==> config.mk <==
export PLATFORM = sky130hd
export DESIGN_NAME = anchor_controller
export DESIGN_NICKNAME = d
export VERILOG_FILES = /design/src/rtl/anchor_controller.sv
export SDC_FILE = /design/constraint.sdc
export NUM_CORES = 1
export LEC_CHECK = 0
export ABC_AREA = 1
export BUFFER_PORTS_ARGS = -buffer_cell sky130_fd_sc_hd__buf_2
export CORE_UTILIZATION = 51
export DETAILED_ROUTE_END_ITERATION = 16
export PLACE_DENSITY_LB_ADDON = 0.3
export SETUP_SLACK_MARGIN = 0.05
export SYNTH_ARGS = -nofsm -noshare
export SYNTH_HDL_FRONTEND = slang
export SYNTH_SLANG_ARGS = --single-unit
==> constraint.sdc <==
create_clock -name i_clk -period 1.5 [get_ports i_clk]
set_input_delay 0.3 -clock i_clk [delete_from_list [all_inputs] [get_ports i_clk]]
set_output_delay 0.3 -clock i_clk [all_outputs]
set_load 0.01 [all_outputs]
==> src/rtl/anchor_controller.sv <==
// rtl/anchor_controller.sv - raster-order anchor sequencer for the edge-detection pipeline
// Walks the anchor across the frame and handshakes loader, datapath chain and output writer.
module anchor_controller #(
  parameter int IMG_W   = 640,
  parameter int IMG_H   = 480,
  parameter int STEP_X  = 10,
  parameter int COORD_W = 10,
  parameter int TIMEOUT = 255
) (
  input  logic               i_clk,
  input  logic               i_n_rst,
  input  logic               i_start,
  input  logic               i_load_done,
  input  logic               i_hyst_final,
  input  logic               i_write_ack,
  output logic               o_load_req,
  output logic               o_anchor_moving,
  output logic               o_write_req,
  output logic [COORD_W-1:0] o_anchor_x,
  output logic [COORD_W-1:0] o_anchor_y,
  output logic               o_busy,
  output logic               o_image_done,
  output logic               o_error
);

  localparam int CNT_W = $clog2(TIMEOUT + 1);

  localparam logic [2:0] S_IDLE    = 3'd0;
  localparam logic [2:0] S_LOAD    = 3'd1;
  localparam logic [2:0] S_MOVE    = 3'd2;
  localparam logic [2:0] S_PROCESS = 3'd3;
  localparam logic [2:0] S_WRITE   = 3'd4;
  localparam logic [2:0] S_ADVANCE = 3'd5;
  localparam logic [2:0] S_DONE    = 3'd6;

  logic [2:0]         r_state;
  logic [2:0]         w_state_next;
  logic [CNT_W-1:0]   r_wdog;
  logic [CNT_W-1:0]   w_wdog_inc;
  logic               w_timeout;
  logic [COORD_W-1:0] r_anchor_x;
  logic [COORD_W-1:0] r_anchor_y;
  logic [COORD_W:0]   w_x_stepped;
  logic               w_row_end;
  logic               w_last_row;
  logic               r_error;
  logic               w_accept_start;

  // One extra bit on the stepped column so the row-end compare cannot wrap.
  always_comb begin
    w_x_stepped    = {1'b0, r_anchor_x} + (COORD_W+1)'(STEP_X);
    w_row_end      = (w_x_stepped >= (COORD_W+1)'(IMG_W));
    w_last_row     = (r_anchor_y >= COORD_W'(IMG_H - 1));
    w_wdog_inc     = r_wdog + 1'b1;
    w_timeout      = (w_wdog_inc == CNT_W'(TIMEOUT));
    w_accept_start = (r_state == S_IDLE) && i_start;
  end

  always_comb begin
    w_state_next = r_state;
    case (r_state)
      S_IDLE:    if (i_start) w_state_next = S_LOAD;
      S_LOAD:    if (i_load_done) w_state_next = S_MOVE;
      S_MOVE:    w_state_next = S_PROCESS;
      S_PROCESS: begin
        // A result arriving on the timeout cycle still wins.
        if (i_hyst_final)   w_state_next = S_WRITE;
        else if (w_timeout) w_state_next = S_IDLE;
      end
      S_WRITE:   if (i_write_ack) w_state_next = S_ADVANCE;
      S_ADVANCE: w_state_next = (w_row_end && w_last_row) ? S_DONE : S_LOAD;
      S_DONE:    w_state_next = S_IDLE;
      default:   w_state_next = S_IDLE;
    endcase
  end

  always_ff @(posedge i_clk or negedge i_n_rst) begin
    if (!i_n_rst) begin
      r_state <= S_IDLE;
    end else begin
      r_state <= w_state_next;
    end
  end

  always_ff @(posedge i_clk or negedge i_n_rst) begin
    if (!i_n_rst) begin
      r_wdog <= '0;
    end else if (r_state == S_MOVE) begin
      r_wdog <= '0;
    end else if (r_state == S_PROCESS) begin
      r_wdog <= w_wdog_inc;
    end
  end

  always_ff @(posedge i_clk or negedge i_n_rst) begin
    if (!i_n_rst) begin
      r_anchor_x <= '0;
      r_anchor_y <= '0;
    end else if (w_accept_start) begin
      r_anchor_x <= '0;
      r_anchor_y <= '0;
    end else if (r_state == S_ADVANCE) begin
      if (!w_row_end) begin
        r_anchor_x <= w_x_stepped[COORD_W-1:0];
      end else if (!w_last_row) begin
        r_anchor_x <= '0;
        r_anchor_y <= r_anchor_y + 1'b1;
      end
    end
  end

  always_ff @(posedge i_clk or negedge i_n_rst) begin
    if (!i_n_rst) begin
      r_error <= 1'b0;
    end else if (w_accept_start) begin
      r_error <= 1'b0;
    end else if ((r_state == S_PROCESS) && !i_hyst_final && w_timeout) begin
      r_error <= 1'b1;
    end
  end

  assign o_load_req      = (r_state == S_LOAD);
  assign o_anchor_moving = (r_state == S_MOVE);
  assign o_write_req     = (r_state == S_WRITE);
  assign o_busy          = (r_state != S_IDLE);
  assign o_image_done    = (r_state == S_DONE);
  assign o_anchor_x      = r_anchor_x;
  assign o_anchor_y      = r_anchor_y;
  assign o_error         = r_error;

endmodule

Word level (Yosys, flattened, before mapping) --
Cells that the tools add are included.
Operators by class: add/subtract/negate cells 3, magnitude comparators 2, equal/unequal tests 13, multiplexer cells 19, reduce and logical (&&, ||, !) cells 14
Operators with widths (number):
- $mux 10 | 8
- $mux 3 | 6
- $pmux 3 s6 | 1
- $mux 8 | 2
- $add 10x4->11 const B | 1
- $ge 11x10->1 const B | 1
- $add 10x1->10 const B | 1
- $ge 10x9->1 const B | 1
- $eq 3x3->1 const B | 3
- $add 8x1->8 const B | 1
- $eq 8x8->1 const B | 1
- $reduce_bool 2->1 | 4
- $eq 3x2->1 const B | 2
- $ne 2x2->1 const B | 3
- $logic_and 1x1->1 | 4
- $reduce_and 4->1 | 1
- $eq 3x1->1 const B | 1
- $logic_not 3->1 | 1
- $ne 3x2->1 const B | 1
- $ne 3x3->1 const B | 1
- $reduce_and 3->1 | 1
- $reduce_bool 3->1 | 1
- $mux 1 | 2
- $ne 2x1->1 const B | 1
- 2 further kinds | 2
Word-level totals: register bits 32, input port bits 6, output and inout port bits 26

Longest topological paths before layout --
word-level depth 5, depth in mapped cells 14, depth with buffers taken out 14

Worst setup path after synthesis --
Ideal clock, no wire load.
path kind register to register, start point register r_anchor_y[0], in the netlist o_anchor_y[0], end point register r_anchor_y[6], in the netlist o_anchor_y[6], library setup time 118 ps, arrival time 1542 ps, data required time 1382 ps, slack -159 ps, stages on the path, launching flop included 11, path buffers 0, clock period less this slack 1659 ps, path through dfrtp_1 -> ha_1 -> nand3_2 -> nor2_2 -> o21ai_1 -> o21ai_4 -> nor2_4 -> nand2_4 -> nand2_8 -> nand2_1 -> o21ai_2
On the way: longest elaborated chain between the ends 5
Ends and longest elaborated chain:
- start, declared | RTL line 42 | logic [COORD_W-1:0] r_anchor_y;
- start signal, assigned | RTL line 107 | r_anchor_y <= r_anchor_y + 1'b1;
- $add 10x1->10 | RTL line 107
- $mux 10 | RTL line 105 | end else if (!w_last_row) begin
- $mux 10 | RTL line 103 | if (!w_row_end) begin
- $mux 10 | RTL line 102 | end else if (r_state == S_ADVANCE) begin
- $mux 10 | RTL line 99 | end else if (w_accept_start) begin
Parallel ways exist; a longest one is shown, timed or not. The select of a mux whose other input is x is not followed. A chain may end at the register's enable or synchronous reset.

Worst setup path in the final report --
start point register r_anchor_x[1], in the netlist o_anchor_x[1], end point register r_anchor_x[6], in the netlist o_anchor_x[6]
On the way: longest elaborated chain between the ends 5
Ends and longest elaborated chain:
- start, declared | RTL line 41 | logic [COORD_W-1:0] r_anchor_x;
- start signal, assigned | RTL line 104 | r_anchor_x <= w_x_stepped[COORD_W-1:0];
- $add 10x4->11 (*) | RTL line 51 | w_x_stepped = {1'b0, r_anchor_x} + (COORD_W+1)'(STEP_X);
- $ge 11x10->1 | RTL line 52 | w_row_end = (w_x_stepped >= (COORD_W+1)'(IMG_W));
- $mux 10 | RTL line 103
- $mux 10 | RTL line 102
- $mux 10 | RTL line 99
Mark *: on every way between the ends. The rest lies on a longest branch, timed or not. The select of a mux whose other input is x is not followed.

==> key figures <==
Status
  • Status: finished with violations
  • Failing checks: negative setup slack

Power
  • Worst vdd ir: 0.00110 V
  • Internal: 2.56 mW
  • Logic pwr share: 0.532
  • Power Density: 1400 nW/um^2
  • Psw: 1.87 mW
  • Switch share: 0.423
  • Clock power share: 0.199
  • Final Total Pwr: 4.43 mW
  • Seq pwr share: 0.270
  • LEAKAGE: 1.64 nW

Clock tree
  • TritonCTS clock tree: yes
  • Max Root-Sink Buffers: 2
  • CTS buffer count: 5
  • Clock sinks: 31
  • Clk slew on worst S/H paths: 0.08 ns
  • Max H-tree Level: 2
  • CTS root buffer: clkbuf_8
  • Worst skew pair latency: 0.29 ns

Worst setup path
  • CP endpoint: o_anchor_x[6]
  • Slowest stage delay, CP: 0.43 ns
  • Slowest cell on crit path: dfrtp_1
  • R2r worst-path depth: 11
  • Crit path required time: 1.73 ns
  • Type of element capturing the critical path: register
  • Nature of the critical path startpoint: register
  • Worst flop-to-flop path endpoint: o_anchor_x[6]
  • CP Max Fanout: 7
  • WP data arrival: 2.04 ns
  • Most common cell on crit path: nand2_2
  • Crit-path cells: ha_4 > o21ai_4 > o21bai_1 > nand2_2 > nand2_2 > nand2_4 > nand2_8 > buf_6 > nor3_2 > nand3_1 > nand2_1
  • FF-to-FF Start: o_anchor_x[1]
  • Reg2reg setup slack: -0.32 ns
  • WS Path Type: reg -> reg
  • Worst Setup SP: o_anchor_x[1]

Synth
  • Synth Net Count: 270
  • Yosys reg bits: 31
  • Synth warn: 0
  • Most used DFF post-synth: dfrtp_1
  • FFs w/ async S/R, synth: 1.00
  • Synth Instances: 260
  • Post-Syn Area: 2010 um^2
  • Avg Inst Size Synth: 7.72 um^2
  • Post-synthesis sequential area ratio: 0.386
  • Yosys top cell area share: 0.386
  • Synth cell types: 35
  • Leading area contributor after synthesis: dfrtp_1
  • Post-synth EDFFs: 0
  • Largest cells by area after synthesis: dfrtp_1, nand2_1, nand3_1

Final layout
  • Area of the multi-input gates: 1390 um^2
  • Share of cells above drive strength 1: 0.531
  • P&R area growth vs syn: 57.9%
  • Fill cells: 194
  • Layout Nets: 363
  • Final Cell Area: 3170 um^2
  • Ant diodes: 0
  • FF/Latch Area: 782 um^2

Timing
  • Fmax: 0.551 GHz
  • RSZ-0062 raised after global routing: yes
  • Crit path time final: 1.82 ns
  • Worst Setup Slack, final: -0.315 ns
  • Period utilisation layout: 1.21
  • Layout Skew: 0.0125 ns
  • Max Slew Vio Count: 0
  • Final hold viol count: 0
  • Setup Viol. Count Final: 28

Placement
  • Area post-placement: 2480 um^2
  • IO Port Bufs: 30
  • Pre-CTS setup slack: -0.175 ns
  • GPL Wtd Cong: 0.841
  • HPWL Detailed: 3500 um

Die
  • Initial core utilization: 0.540
  • Site Rows: 22
  • IO Count: 32
  • Die height: 64.8 um
  • Die area: 4190 um^2
  • Die width: 64.8 um
  • CORE AREA: 3720 um^2

Global routing
  • Vias in the first global route: 2135
  • Met1 usage: 0.396
  • Global routing usage on met2: 0.521
  • Maximum number of pins on one net before global-route repair: 18
  • Met3 Use GR: 0.0563
  • Most used routing layer: met2
  • First-pass GRT wire length: 9880 um
  • Antenna violations before repair: 0
  • GRT Util Overall: 0.312
  • GRT overflow: 0

Route
  • Drt wl/cell: 17.8 um
  • First drt pass iteration count: 5
  • Drt drc: 0
  • DR vias/cell: 5.74
  • Final ANT Viol Nets: 0
  • 1st-iter DRT viols: 319
  • Routed WL: 7150 um
  • Vias: 2309

Hold path
  • Hold Path Class: in -> reg

Run
  • Max Cap Viol: 0
-- cell usage in the layout (no fill, tap or decap), types with 2 or more instances in the layout --
master / n
buf_12: 2
buf_2: 27
buf_4: 43
buf_6: 14
clkbuf_8: 6
dfrtp_1: 26
dfrtp_2: 5
ha_1: 2
ha_4: 2
inv_1: 26
inv_2: 7
inv_4: 3
nand2_1: 57
nand2_2: 15
nand2_4: 9
nand2_8: 3
nand3_1: 16
nand3_2: 9
nand3_4: 2
nand4_1: 2
nor2_1: 10
nor2_2: 8
nor2_4: 9
nor3_2: 2
nor3_4: 5
o21ai_0: 6
o21ai_2: 6
o21ai_4: 2
o22ai_1: 2
or2_2: 2
xor2_1: 9
-- repair_timing --
item	CTS	global route
gates cloned	1	0
endpoints found under the setup margin	27	28
gates resized for setup	51	45
buffers inserted	18	5
pin swaps	23	32
hold buffers	1	0
endpoints found under the hold margin	14	0
-- power groups by stage --
| stage | clock network (mW) | registers (mW) | logic [mW] |
|---|---|---|---|
| after floorplan | 0 | 1.19 | 0.839 |
| after global placement | 0 | 1.12 | 1.49 |
| after detailed placement | 0 | 1.13 | 1.53 |
| after CTS | 0.874 | 1.15 | 1.99 |
| after global routing | 0.914 | 1.21 | 2.49 |
| final | 0.879 | 1.20 | 2.36 |
-- critical path, delay by kind of cell, from the launching register on --
kind / cells / cell delay (ns)
compound gates: 2 / 0.33
flops: 1 / 0.43
buf+inv: 1 / 0.14
simple gates: 7 / 0.69
fa+ha+maj: 1 / 0.20
-- state kept, by name (all words and copies together), names as in the netlist --
name        count
o_error         1
o_anchor_x      9
r_state         3
o_anchor_y     10
r_wdog          8
-- through the flow --
| step | utilization | cells | hold WS, ns | TNS (ns) |
|---|---|---|---|---|
| floorplan | - | 260 | 0.00441 | -2.26 |
| global placement | 0.668 | 369 | 0.241 | -1.80 |
| detailed placement | 0.668 | 369 | 0.241 | -2.81 |
| CTS | 0.798 | 397 | 0.301 | -3.03 |
| global route | 0.853 | 402 | 0.318 | -7.35 |
| finish | 0.853 | 402 | 0.320 | -5.87 |
-- cell families (layout without fill, tap and decap cells) --
kind of cell             after synthesis  after routing  share of synthesized area
AND/OR/NAND/NOR                      152            153                      0.384
buffers and inverters                 39            132                     0.0779
flip-flops                            31             31                      0.386
AO/OA/AOI/OAI                         22             22                     0.0766
XOR/XNOR                              11             11                     0.0480
adder cells (fa/ha/maj)                4              4                     0.0249
other                                  1              1                    0.00187
-- layout make-up --
type / count / area share
clock buffer: 6 / 0.0260
inverter: 37 / 0.0501
sequential: 31 / 0.247
multi-input combinational: 191 / 0.437
clock inverter: 2 / 0.0110
tap: 48 / 0.0189
timing repair buffer: 87 / 0.210
-- Yosys cell counts (2+ instances only) --
cell type and count:
o22ai_1 3, nor2_1 18, nand2_2 2, buf_4 2, xor2_1 10, or2_2 2
nor2_4 3, nand3_2 3, ha_1 4, o21ai_1 2, nand2_1 76, inv_1 29
nor2_2 6, nand2_4 4, o21ai_2 5, dfrtp_1 31, nor3_1 5, nor3_2 2
nand3_1 24, o21ai_0 7, nand4_1 2, inv_2 7
-- how the worst min path moves through the flow --
stage / startpoint / to / slack (ns) / cells past startpoint
global route: i_hyst_final / r_state[2] / 0.32 / 3
floorplan: i_n_rst / o_anchor_x[1] / 0.004 / 0
CTS: i_hyst_final / r_state[2] / 0.30 / 3
detailed placement: i_n_rst / r_wdog[7] / 0.24 / 1
global placement: i_n_rst / o_error / 0.24 / 1
finish: i_hyst_final / r_state[2] / 0.32 / 3
-- routing by layer --
layer  vias up  routed length [um]
met5         -                   0
met4         0                 242
met3        37                 525
met2       150                3580
met1      1117                2800
li1       1005                   -
Power figures use the tool's default switching activity.
